===== src/rtl/sd_pkg.sv =====
// Shared state encoding and default timing constants for the SD card SPI arbiter.
package sd_pkg;

  typedef enum logic [1:0] {
    ST_IDLE = 2'd0,
    ST_OWN  = 2'd1,
    ST_GAP  = 2'd2
  } sd_state_e;

  localparam int SD_GAP_CYCLES = 8;
  localparam int SD_TIMEOUT    = 65535;

  // Bits needed to hold the values 0..max_val, never less than one.
  function automatic int sd_cnt_width(input int max_val);
    return (max_val < 2) ? 1 : $clog2(max_val + 1);
  endfunction

endpackage


===== src/rtl/sd_spi_arbiter.sv =====
// Two-requester ownership arbiter for the SD card SPI byte engine; gnt/spi_cs_n follow state one cycle after a request.
// Byte path is combinational with one byte outstanding; owner tx_ready mirrors engine ready while nothing is inflight.
module sd_spi_arbiter
  import sd_pkg::*;
#(
  parameter int GAP_CYCLES = SD_GAP_CYCLES,
  parameter int TIMEOUT    = SD_TIMEOUT
) (
  input  logic       clk,
  input  logic       rst_state,
  input  logic       req0,
  input  logic       req1,
  output logic       gnt0,
  output logic       gnt1,
  input  logic       tx_valid0,
  input  logic       tx_valid1,
  input  logic [7:0] tx_data0,
  input  logic [7:0] tx_data1,
  output logic       tx_ready0,
  output logic       tx_ready1,
  output logic       rx_valid0,
  output logic       rx_valid1,
  output logic [7:0] rx_data0,
  output logic [7:0] rx_data1,
  output logic       abort0,
  output logic       abort1,
  output logic       spi_tx_valid,
  output logic [7:0] spi_tx_data,
  input  logic       spi_tx_ready,
  input  logic       spi_rx_valid,
  input  logic [7:0] spi_rx_data,
  output logic       spi_cs_n,
  input  logic       sd_present
);

  localparam int GAP_W  = sd_cnt_width(GAP_CYCLES);
  localparam int IDLE_W = sd_cnt_width(TIMEOUT);
  // GAP holds GAP_CYCLES-1 cycles; the IDLE arbitration cycle completes the cs-high gap.
  localparam logic [GAP_W-1:0]  GAP_LOAD = (GAP_CYCLES > 1) ? GAP_W'(GAP_CYCLES - 1) : '0;
  localparam logic [IDLE_W-1:0] IDLE_MAX = IDLE_W'(TIMEOUT);

  sd_state_e         r_state;
  sd_state_e         w_state_nxt;
  logic              r_owner;
  logic              w_owner_nxt;
  logic              r_last;
  logic              w_last_nxt;
  logic              r_inflight;
  logic              w_inflight_nxt;
  logic [GAP_W-1:0]  r_gap_cnt;
  logic [GAP_W-1:0]  w_gap_cnt_nxt;
  logic [IDLE_W-1:0] r_idle_cnt;
  logic [IDLE_W-1:0] w_idle_cnt_nxt;
  logic              r_abort0;
  logic              r_abort1;
  logic              w_abort0_nxt;
  logic              w_abort1_nxt;

  logic              w_own;
  logic              w_own_req;
  logic              w_own_txv;
  logic [7:0]        w_own_txd;
  logic              w_tx_hs;
  logic              w_rx_take;
  logic              w_inflight_upd;
  logic              w_idle_cyc;
  logic [IDLE_W-1:0] w_idle_inc;
  logic              w_timeout;
  logic              w_kill;
  logic              w_pick;

  assign w_own     = (r_state == ST_OWN);
  assign w_own_req = r_owner ? req1 : req0;
  assign w_own_txv = r_owner ? tx_valid1 : tx_valid0;
  assign w_own_txd = r_owner ? tx_data1 : tx_data0;

  assign spi_tx_valid   = w_own & ~r_inflight & w_own_txv;
  assign spi_tx_data    = w_own ? w_own_txd : 8'h00;
  assign w_tx_hs        = spi_tx_valid & spi_tx_ready;
  assign w_rx_take      = w_own & r_inflight & spi_rx_valid;
  assign w_inflight_upd = w_tx_hs | (r_inflight & ~spi_rx_valid);

  assign w_idle_cyc = w_own & ~r_inflight & ~w_tx_hs;
  assign w_idle_inc = r_idle_cnt + 1'b1;
  assign w_timeout  = w_idle_cyc & (w_idle_inc == IDLE_MAX);
  assign w_kill     = ~sd_present | w_timeout;

  // Round-robin tie break: the requester not granted last time wins.
  assign w_pick = (req0 & req1) ? ~r_last : req1;

  assign gnt0      = w_own & ~r_owner;
  assign gnt1      = w_own & r_owner;
  assign spi_cs_n  = ~w_own;
  assign tx_ready0 = gnt0 & spi_tx_ready & ~r_inflight;
  assign tx_ready1 = gnt1 & spi_tx_ready & ~r_inflight;
  assign rx_valid0 = w_rx_take & ~r_owner;
  assign rx_valid1 = w_rx_take & r_owner;
  assign rx_data0  = rx_valid0 ? spi_rx_data : 8'h00;
  assign rx_data1  = rx_valid1 ? spi_rx_data : 8'h00;
  assign abort0    = r_abort0;
  assign abort1    = r_abort1;

  always_comb begin
    w_state_nxt    = r_state;
    w_owner_nxt    = r_owner;
    w_last_nxt     = r_last;
    w_inflight_nxt = r_inflight;
    w_gap_cnt_nxt  = r_gap_cnt;
    w_idle_cnt_nxt = r_idle_cnt;
    w_abort0_nxt   = 1'b0;
    w_abort1_nxt   = 1'b0;
    case (r_state)
      ST_IDLE: begin
        w_inflight_nxt = 1'b0;
        if (sd_present && (req0 || req1)) begin
          w_state_nxt    = ST_OWN;
          w_owner_nxt    = w_pick;
          w_last_nxt     = w_pick;
          w_idle_cnt_nxt = '0;
        end
      end
      ST_OWN: begin
        w_inflight_nxt = w_inflight_upd;
        if (w_tx_hs) begin
          w_idle_cnt_nxt = '0;
        end else if (w_idle_cyc) begin
          w_idle_cnt_nxt = w_idle_inc;
        end
        if (w_kill) begin
          // Card gone or owner stalled: revoke; any engine reply still due is dropped.
          w_state_nxt    = ST_GAP;
          w_gap_cnt_nxt  = GAP_LOAD;
          w_inflight_nxt = 1'b0;
          w_abort0_nxt   = ~r_owner;
          w_abort1_nxt   = r_owner;
        end else if (!w_own_req && !w_inflight_upd) begin
          w_state_nxt   = ST_GAP;
          w_gap_cnt_nxt = GAP_LOAD;
        end
      end
      ST_GAP: begin
        w_inflight_nxt = 1'b0;
        if (r_gap_cnt <= GAP_W'(1)) begin
          w_state_nxt   = ST_IDLE;
          w_gap_cnt_nxt = '0;
        end else begin
          w_gap_cnt_nxt = r_gap_cnt - 1'b1;
        end
      end
      default: begin
        w_state_nxt    = ST_IDLE;
        w_inflight_nxt = 1'b0;
        w_gap_cnt_nxt  = '0;
      end
    endcase
  end

  always_ff @(posedge clk or posedge rst_state) begin
    if (rst_state) begin
      r_state    <= ST_IDLE;
      r_owner    <= 1'b0;
      r_last     <= 1'b1;
      r_inflight <= 1'b0;
      r_gap_cnt  <= '0;
      r_idle_cnt <= '0;
      r_abort0   <= 1'b0;
      r_abort1   <= 1'b0;
    end else begin
      r_state    <= w_state_nxt;
      r_owner    <= w_owner_nxt;
      r_last     <= w_last_nxt;
      r_inflight <= w_inflight_nxt;
      r_gap_cnt  <= w_gap_cnt_nxt;
      r_idle_cnt <= w_idle_cnt_nxt;
      r_abort0   <= w_abort0_nxt;
      r_abort1   <= w_abort1_nxt;
    end
  end

endmodule


===== config.mk =====
export PLATFORM = sky130hd
export DESIGN_NAME = sd_spi_arbiter
export DESIGN_NICKNAME = d
export VERILOG_FILES = /design/src/rtl/sd_pkg.sv /design/src/rtl/sd_spi_arbiter.sv
export SDC_FILE = /design/constraint.sdc
export NUM_CORES = 1
export LEC_CHECK = 0
export ABC_AREA = 1
export CORE_MARGIN = 8
export CORE_UTILIZATION = 32
export CTS_BUF_LIST = sky130_fd_sc_hd__clkbuf_8
export DETAILED_ROUTE_END_ITERATION = 10
export GPL_TIMING_DRIVEN = 0
export PLACE_DENSITY_LB_ADDON = 0.08
export REMOVE_ABC_BUFFERS = 1
export SETUP_SLACK_MARGIN = 0.4
export SYNTH_ARGS = -nofsm -noshare
export SYNTH_HDL_FRONTEND = slang
export SYNTH_SLANG_ARGS = --single-unit

===== constraint.sdc =====
create_clock -name clk -period 2.25 [get_ports clk]
set_input_delay 0.3375 -clock clk [delete_from_list [all_inputs] [get_ports clk]]
set_output_delay 0.3375 -clock clk [all_outputs]
set_load 0.05 [all_outputs]

### Word-level counts from Yosys, hierarchy flattened

Index checks and enable logic that the tools add are counted.

| word-level totals | value |
|---|---|
| register bits | 27 |
| input port bits | 33 |
| output and inout bits | 34 |
| logic and storage cells | 82 |

| cells by class | value |
|---|---|
| add/sub/neg operators | 2 |
| order comparisons | 1 |
| equality and inequality tests | 7 |
| mux-type cells | 26 |
| bitwise gates (word level) | 27 |
| reductions and logical operators | 11 |

Operators by type and width:

| kind | number |
|---|---|
| 2-to-1 mux 16 bit | 3 |
| 2-to-1 mux 8 bit | 4 |
| one-hot mux 16 bit (2 select lines) | 1 |
| AND 1 bit | 17 |
| adder 16 x 1 -> 16 bit (second input constant) | 1 |
| == test 16 bit (second input constant) | 1 |
| 2-to-1 mux 4 bit | 3 |
| one-hot mux 4 bit (3 select lines) | 1 |
| 2-to-1 mux 1 bit | 9 |
| 2-to-1 mux 2 bit | 4 |
| inverter 1 bit | 8 |
| inequality test 3 x 1 -> 1 bit (second input constant) | 2 |
| one-hot mux 2 bit (3 select lines) | 1 |
| AND reduction 3 bit | 2 |
| <= comparator 4 x 1 -> 1 bit (second input constant) | 1 |
| inequality test 2 bit (second input constant) | 2 |
| AND reduction 2 bit | 2 |
| subtractor 4 x 1 -> 4 bit (second input constant) | 1 |
| == test 2 x 1 -> 1 bit (second input constant) | 1 |
| == test 2 bit (second input constant) | 1 |
| logical AND 1 bit | 2 |
| zero test 1 bit | 2 |
| zero test 2 bit | 1 |
| OR 1 bit | 2 |
| other kinds (2) | 2 |

### Longest topological paths before layout

Gate-level depths: netlist of run 1.

| logic depth | value |
|---|---|
| depth in word-level cells | 10 |
| depth in mapped cells | 16 |
| gate-level depth less buffers | 15 |

### Worst setup path before layout of run 1

Ideal clock, no wire load.

| timing path | value |
|---|---|
| path type | register -> output |
| start point | register r_state[1] |
| end point | output port tx_ready0 |
| data arrival time | 3.198 ns |
| data required time | 1.913 ns |
| path slack | -1.286 ns |
| stages on the path, launching flop included | 8 |
| path buffers | 1 |
| cell sequence | dfrtp_1 > inv_1 > ha_1 > buf_4 > inv_1 > nor2_1 > inv_1 > nor3_1 |

| on the way | value |
|---|---|
| cells in the longest elaborated chain, start to end | 4 |

RTL lines:

| item | RTL line | RTL |
|---|---|---|
| start: declaration | sd_spi_arbiter.sv:42 | `sd_state_e r_state;` |
| start signal: assignment | sd_spi_arbiter.sv:169 | `r_state <= w_state_nxt;` |
| == test 2 x 1 -> 1 bit | sd_spi_arbiter.sv:72 | `assign w_own = (r_state == ST_OWN);` |
| AND 1 bit | sd_spi_arbiter.sv:91 | `assign gnt0 = w_own & ~r_owner;` |
| via gnt0 | sd_spi_arbiter.sv:13 | `output logic gnt0,` |
| AND 1 bit (2 in series) | sd_spi_arbiter.sv:94 | `assign tx_ready0 = gnt0 & spi_tx_ready & ~r_inflight;` |
| end: declaration | sd_spi_arbiter.sv:19 | `output logic tx_ready0,` |

The timed path passes the listed nets, and every way through them passes these cells.

### Final worst setup path of run 1

| timing path | value |
|---|---|
| start point | register r_state[1] |
| end point | output port spi_tx_data[1] |

| on the way | value |
|---|---|
| cells in the longest elaborated chain, start to end | 2 |

RTL lines:

| item | RTL line | RTL |
|---|---|---|
| == test 2 x 1 -> 1 bit | sd_spi_arbiter.sv:72 |  |
| 2-to-1 mux 8 bit | sd_spi_arbiter.sv:78 | `assign spi_tx_data = w_own ? w_own_txd : 8'h00;` |
| end: declaration | sd_spi_arbiter.sv:28 | `output logic [7:0] spi_tx_data,` |

Every way passes these cells.

==> results by group, run 1 <==
Synthesis
  – Yosys warning total: 0
  – Seq/Total Area, Yosys: 34.28%
  – Post-Syn Area: 1974 µm²
  – Fraction of synthesized area in multiplexers: 0%
  – Synth unique cells: 30
  – Adder-Cell Fraction of Synth Area: 5.070%
  – Syn Area/Cell: 6.808 µm²
  – Post-Syn Instances: 290
  – Register bit total from synthesis: 27
  – Largest family of logic cells by synthesized area: simple AND/OR/NAND/NOR gates
  – XOR/XNOR share of the synthesized area: 0.8872%
  – Simple-Gate Fraction of Synth Area: 36.06%
  – Synth Area in Compound Gates: 12.42%

Min path
  – Hold WC Path Type: reg2reg

Run status
  – Outcome: complete, no violations

Worst setup path
  – Crit-path max FO: 5
  – R2R Setup Slk: 0.31 ns
  – CP max stage cell: dfrtp_1
  – CP max stage delay: 0.41 ns
  – CP endpoint kind: output port
  – Startpoint Class: flop
  – Critical path arrival: 1.69 ns
  – Crit-path cells: inv_2 > ha_4 > clkinvlp_4 > buf_12 > nor2_4 > a22o_1 > buf_6
  – Crit path kind: reg2out
  – Data required time of the worst path: 1.91 ns

Timing
  – Setup Skew: 0.006519 ns
  – Final Max Slew Viols: 0
  – RSZ-0062 raised after global routing: yes
  – Fin worst setup slack: 0.2259 ns
  – Fmax: 0.4940 GHz
  – Final setup viols: 0
  – Fin Setup TNS: 0 ns
  – Final worst-path cycle share: 89.96%
  – Least-Margin Pin Slew: 1.081 ns
  – Fin crit period: 2.024 ns
  – Worst rel slew slack: 27.89%
  – Final hold viol count: 0

Place
  – Post-DP HPWL: 4.621 mm
  – DP Worst Slack: -0.7532 ns
  – Placer Congestion: 0.7547
  – PortBufs: 66

Layout
  – Fin util: 53.47%
  – Fill count: 587
  – Nets: 420
  – Share of post-route cells with drive strength above 1: 29.89%
  – Ant. Diodes: 0
  – Layout area overhead: 61.28%

GRT
  – Vias in the first global route: 2042
  – Grt met2 use: 23.52%
  – Met1 Usage GRT: 15.89%
  – Tot GR Track Use: 13.09%
  – Largest net degree at the start of global routing: 28
  – Global-route wire length before repair: 9.563 mm
  – Gr busiest metal: met2
  – GRT overflow: 0
  – Met3 Use GR: 2.460%
  – Initial antenna violation count: 0

Floorplanning
  – DIE HEIGHT: 94.55 µm
  – Die area: 8940 µm²
  – Row cnt: 28
  – Initial Util: 33.15%
  – Core Area: 5956 µm²
  – I/O pins: 67
  – Die Wd: 94.55 µm

Routing
  – Initial DRC count: 75
  – DRC: 0
  – Routed WL per cell: 13.81 µm
  – Post-DRT Antenna Nets: 0
  – Final WL: 6.258 mm
  – Via count: 2116
  – DR pass1 iterations: 5
  – DR vias/cell: 4.671

Power
  – Peak VDD IR: 0.5797 mV
  – Pwr/cell area: 926.5 nW/µm²
  – Pleak: 1.369 nW

CTS
  – H-tree lvl count: 1
  – Clock root cell: clkbuf_8
  – CTS clk-pin slew, worst paths: 0.09 ns
  – Hold-fix buffers at CTS: 0
  – Maximum root-to-sink buffer count: 2
  – Skew-Pair Late Insertion Delay: 0.27 ns
  – CTS tree: done
  – Clk sinks: 27
  – CTS Buf Count: 3

Flow run
  – Max-Cap Viols: 0
-- layer usage --
layer	vias up	wire length, µm	part of all wire, %
li1	1106	-	-
met1	979	2595	41
met2	27	3470	55
met3	4	141	2.3
met4	0	51	0.81
met5	-	0	0
-- cell type report --
cell class	count	area [µm²]	share of cell area, %
clock buffer	3	41.29	1.297
clock inverter	1	3.754	0.1179
inverter	54	222.7	6.994
multi-input combinational	206	1259	39.53
sequential	27	678.2	21.30
tap	75	93.84	2.947
timing repair buffer	87	885.9	27.82
-- through the flow --
stage | hold slack, ns | power [mW] | instance area (µm²) | cells
final | 0.5129 | 2.950 | 3184 | 453
after global routing | 0.5400 | 3.145 | 3184 | 453
after CTS | 0.5195 | 2.707 | 2904 | 442
after detailed placement | 0.4955 | 2.157 | 2709 | 427
after global placement | 0.4897 | 2.154 | 2709 | 427
after floorplan | 0.3895 | 1.696 | 1954 | 286
-- cell families after synthesis --
kind of cell	Yosys count
buffers and inverters	58
adders and majority gates	8
AOI/OAI and AO/OA	38
and+or+nand+nor	157
DFF	27
xor gates and xnor gates	2
-- path summary, 6_finish.rpt --
| check | startpoint | endpoint | cells past startpoint |
|---|---|---|---|
| min in group asynchronous | rst_state | r_state[0] | 2 |
| worst min register to register | r_last | r_last | 2 |
| max in group asynchronous | rst_state | r_owner | 2 |
| worst max register to register | r_state[1] | r_gap_cnt[3] | 15 |
| worst max-delay path | r_state[1] | spi_tx_data[1] | 7 |
| worst min-delay path | r_last | r_last | 2 |
-- what timing repair did --
action / CTS / global route
pin swaps: 6 / 13
gates resized for setup: 230 / 57
endpoints found under the setup margin: 57 / 55
gates cloned: 1 / 0
buffers inserted: 10 / 11
-- worst max-delay path, delay by kind of cell, from the launching register on --
kind                       cells  cell delay (ns)
buffers and inverters          4             0.58
DFF                            1             0.41
adders and majority gates      1             0.16
AOI/OAI and AO/OA              1             0.16
and+or+nand+nor                1             0.12
-- sequential cells by signal, indices dropped and copies added, names as in the netlist --
signal / cells
r_last: 1
r_state: 2
r_inflight: 1
abort1: 1
r_owner: 1
r_gap_cnt: 4
r_idle_cnt: 16
abort0: 1
-- Yosys cell counts --
library cell,n,area [µm²]
nand2_1,71,266.5
inv_1,52,195.2
nor2_1,41,153.9
dfrtp_1,26,650.6
nand3_1,22,110.1
o22ai_1,14,87.58
o21ai_0,11,55.05
a22o_1,8,70.07
ha_1,8,100.1
nand4_1,6,37.54
nor2_2,4,25.02
nor3_1,4,20.02
nor2_4,3,33.78
nand3_2,2,20.02
o211ai_1,2,15.01
xnor2_1,2,17.52
a21oi_1,1,5.000
and2_1,1,6.260
buf_1,1,3.750
buf_2,1,5.000
buf_4,1,7.510
clkbuf_1,1,3.750
clkinv_1,1,3.750
dfstp_2,1,26.28
inv_2,1,3.750
nand2_2,1,6.260
nand2_4,1,11.26
nand4_4,1,21.27
o21a_1,1,7.510
o21ai_1,1,5.000
-- placed cells by master, fill, tap and decap left out, types with 3 or more instances in the layout --
master	instances
nand4_1	6
nor3_1	3
buf_12	3
o22ai_1	14
nand2_2	4
o21ai_0	10
inv_1	46
nand3_1	18
nor2_2	14
ha_1	6
clkdlybuf4s50_1	34
nor2_4	16
inv_2	4
nand3_2	5
dfrtp_1	25
nand2_1	68
a22o_1	8
buf_4	20
buf_6	26
clkbuf_8	3
nor2_1	19
-- where the power goes --
| group | total (mW) | internal [mW] | switching [mW] | leakage [nW] |
|---|---|---|---|---|
| sequential | 0.694 | 0.584 | 0.111 | 0.362 |
| combinational | 1.98 | 0.814 | 1.16 | 0.980 |
| clock | 0.278 | 0.122 | 0.156 | 0.0269 |
(Power assumes the default switching activity.)
==> run 2, diff against run 1 <==
GPL_ROUTABILITY_DRIVEN = 0   (was not set)
==> results of run 2 <==
The final DEF is identical to that of run 1; final timing and power are the same.
==> run 3, diff against run 2 <==
CORE_UTILIZATION = 47   (was 32)
==> results by group, run 3 (synthesis gave the netlist of run 1 again) <==
Run status
  – Outcome: complete, no violations (unchanged)

Layout
  – Fin util: 75.62% (was 53.47%)
  – Max FFs per register: 16 (unchanged)
  – Area of the multi-input gates: 1232 µm² (was 1259 µm²)
  – Ant. Diodes: 0 (unchanged)
  – Share of post-route cells with drive strength above 1: 27.96% (was 29.89%)
  – Most common cell after layout, fill and taps aside: nand2_1 (unchanged)
  – Seq. cell area: 679.4 µm² (was 678.2 µm²)
  – Most frequent cells in the layout: nand2_1 (69), inv_1 (45), clkdlybuf4s50_1 (34) (was nand2_1 (68), inv_1 (46), clkdlybuf4s50_1 (34))
  – Nets: 414 (was 420)
  – Regs by FF count: r_idle_cnt x16, r_gap_cnt x4, r_state x2 (unchanged)
  – Layout area overhead: 54.31% (was 61.28%)
  – Biggest register: r_idle_cnt (unchanged)
  – Fill count: 298 (was 587)

CTS
  – Skew-Pair Late Insertion Delay: 0.27 ns (about the same)
  – Maximum root-to-sink buffer count: 2 (unchanged)
  – Clk sinks: 27 (unchanged)
  – Clock root cell: clkbuf_8 (unchanged)
  – Hold-fix buffers at CTS: 0 (unchanged)
  – CTS tree: done (unchanged)
  – CTS Buf Count: 3 (unchanged)
  – CTS clk-pin slew, worst paths: 0.10 ns (was 0.09 ns)
  – H-tree lvl count: 1 (unchanged)

GRT
  – Global-route wire length before repair: 10.03 mm (was 9.563 mm)
  – Vias in the first global route: 2181 (was 2042)
  – Tot GR Track Use: 18.88% (was 13.09%)
  – Largest net degree at the start of global routing: 28 (unchanged)
  – GRT overflow: 0 (unchanged)
  – Initial antenna violation count: 0 (unchanged)

Timing
  – WHS: 0.5083 ns (was 0.5129 ns)
  – Final worst-path cycle share: 88.72% (was 89.96%)
  – Fmax: 0.5010 GHz (was 0.4940 GHz)
  – Worst rel slew slack: 28.42% (was 27.89%)
  – Fin crit period: 1.996 ns (was 2.024 ns)
  – RSZ-0062 raised after global routing: yes (unchanged)
  – Setup Skew: 0.003258 ns (was 0.006519 ns)
  – Final hold viol count: 0 (unchanged)
  – Final Max Slew Viols: 0 (unchanged)
  – Final setup viols: 0 (unchanged)
  – Least-Margin Pin Slew: 1.073 ns (was 1.081 ns)

Power
  – Peak VDD IR: 0.5352 mV (was 0.5797 mV)
  – Pwr/cell area: 957.7 nW/µm² (was 926.5 nW/µm²)
  – Pleak: 1.330 nW (was 1.369 nW)

Routing
  – Post-DRT Antenna Nets: 0 (unchanged)
  – Via count: 2161 (was 2116)
  – Initial DRC count: 99 (was 75)
  – DR vias/cell: 5.121 (was 4.671)
  – DR pass1 iterations: 4 (was 5)
  – Routed WL per cell: 15.13 µm (was 13.81 µm)
  – Final WL: 6.386 mm (was 6.258 mm)
  – DRC: 0 (unchanged)

Worst setup path
  – Crit path kind: reg2out (unchanged)
  – Critical path arrival: 1.66 ns (was 1.69 ns)
  – CP endpoint kind: output port (unchanged)
  – Data required time of the worst path: 1.91 ns (about the same)
  – Startpoint Class: flop (unchanged)
  – Crit-path max FO: 8 (was 5)

Floorplanning
  – DIE HEIGHT: 80.82 µm (was 94.55 µm)
  – Die area: 6531 µm² (was 8940 µm²)
  – Initial Util: 49.01% (was 33.15%)
  – I/O pins: 67 (unchanged)
  – Die Wd: 80.82 µm (was 94.55 µm)
  – Core Area: 4029 µm² (was 5956 µm²)
  – Row cnt: 23 (was 28)

Min path
  – Hold WC Path Type: reg2reg (unchanged)

Flow run
  – Max-Cap Viols: 0 (unchanged)

Place
  – PortBufs: 66 (unchanged)
  – Post-DP HPWL: 4.707 mm (was 4.621 mm)
run 3: cell types whose count changed in the layout (fill, tap and decap cells not counted), sizes merged:
cell / previous run / this run
buf: 51 / 45
clkinvlp: 2 / 1
clkdlybuf4s15: 0 / 1
clkbuf: 5 / 4
clkinv: 0 / 1
run 3: stage by stage:
step | TNS [ns] | area [µm²] | total power [mW] | instances | setup WS, ns
floorplan | -17.87 | 1954 | 1.696 | 286 | -1.373
global placement | -11.22 | 2678 | 2.130 | 402 | -0.7035
detailed placement | -12.08 | 2678 | 2.154 | 402 | -0.7002
CTS | 0 | 2873 | 2.681 | 414 | 0.2819
global route | 0 | 3047 | 3.104 | 422 | 0.1627
finish | 0 | 3047 | 2.918 | 422 | 0.2538
run 3: timing repair:
item	in CTS	in global routing
setup buffers	7	8
gates resized for setup	238	35
pin swaps	6	8
endpoints found under the setup margin	57	56
cloned	1	0
run 3: final timing paths:
| path | to | slack, ns | cells past startpoint | start |
|---|---|---|---|---|
| min | r_gap_cnt[1] | 0.51 | 2 | r_gap_cnt[1] |
| min in group asynchronous | r_idle_cnt[15] | 0.62 | 2 | rst_state |
| max reg2reg | r_gap_cnt[2] | 0.33 | 11 | r_state[1] |
| max | rx_data1[0] | 0.25 | 7 | r_state[1] |
| max in group asynchronous | r_state[0] | 0.91 | 2 | rst_state |
| min reg2reg | r_gap_cnt[1] | 0.51 | 2 | r_gap_cnt[1] |
run 3: metal layers:
metal	GRT usage, %	up-vias	part of all wire [%]
met3	4.746	8	5.0
met4	4.107	0	1.5
met5	0	-	0
met2	35.45	53	54
met1	20.78	1002	39
li1	-	1098	-
run 3: worst max-delay path, cell delays in order, from the launching register on:
cell and delay, ns:
dfrtp_1 0.41, inv_2 0.09, ha_4 0.19, nand3_2 0.14, nor2_4 0.13, inv_2 0.10, nor2_1 0.11, buf_4 0.21
run 3: layout make-up:
type                       count  area share [%]
clock buffer                   3           1.355
inverter                      54           7.269
tap                           50           2.053
timing repair buffer          81           26.41
sequential                    27           22.30
multi-input combinational    206           40.45
clock inverter                 1          0.1643
run 3: where the power goes:
part / switching [mW] / internal [mW]
sequential: 0.0898 / 0.586
combinational: 1.20 / 0.761
clock: 0.159 / 0.124
total: 1.45 / 1.47
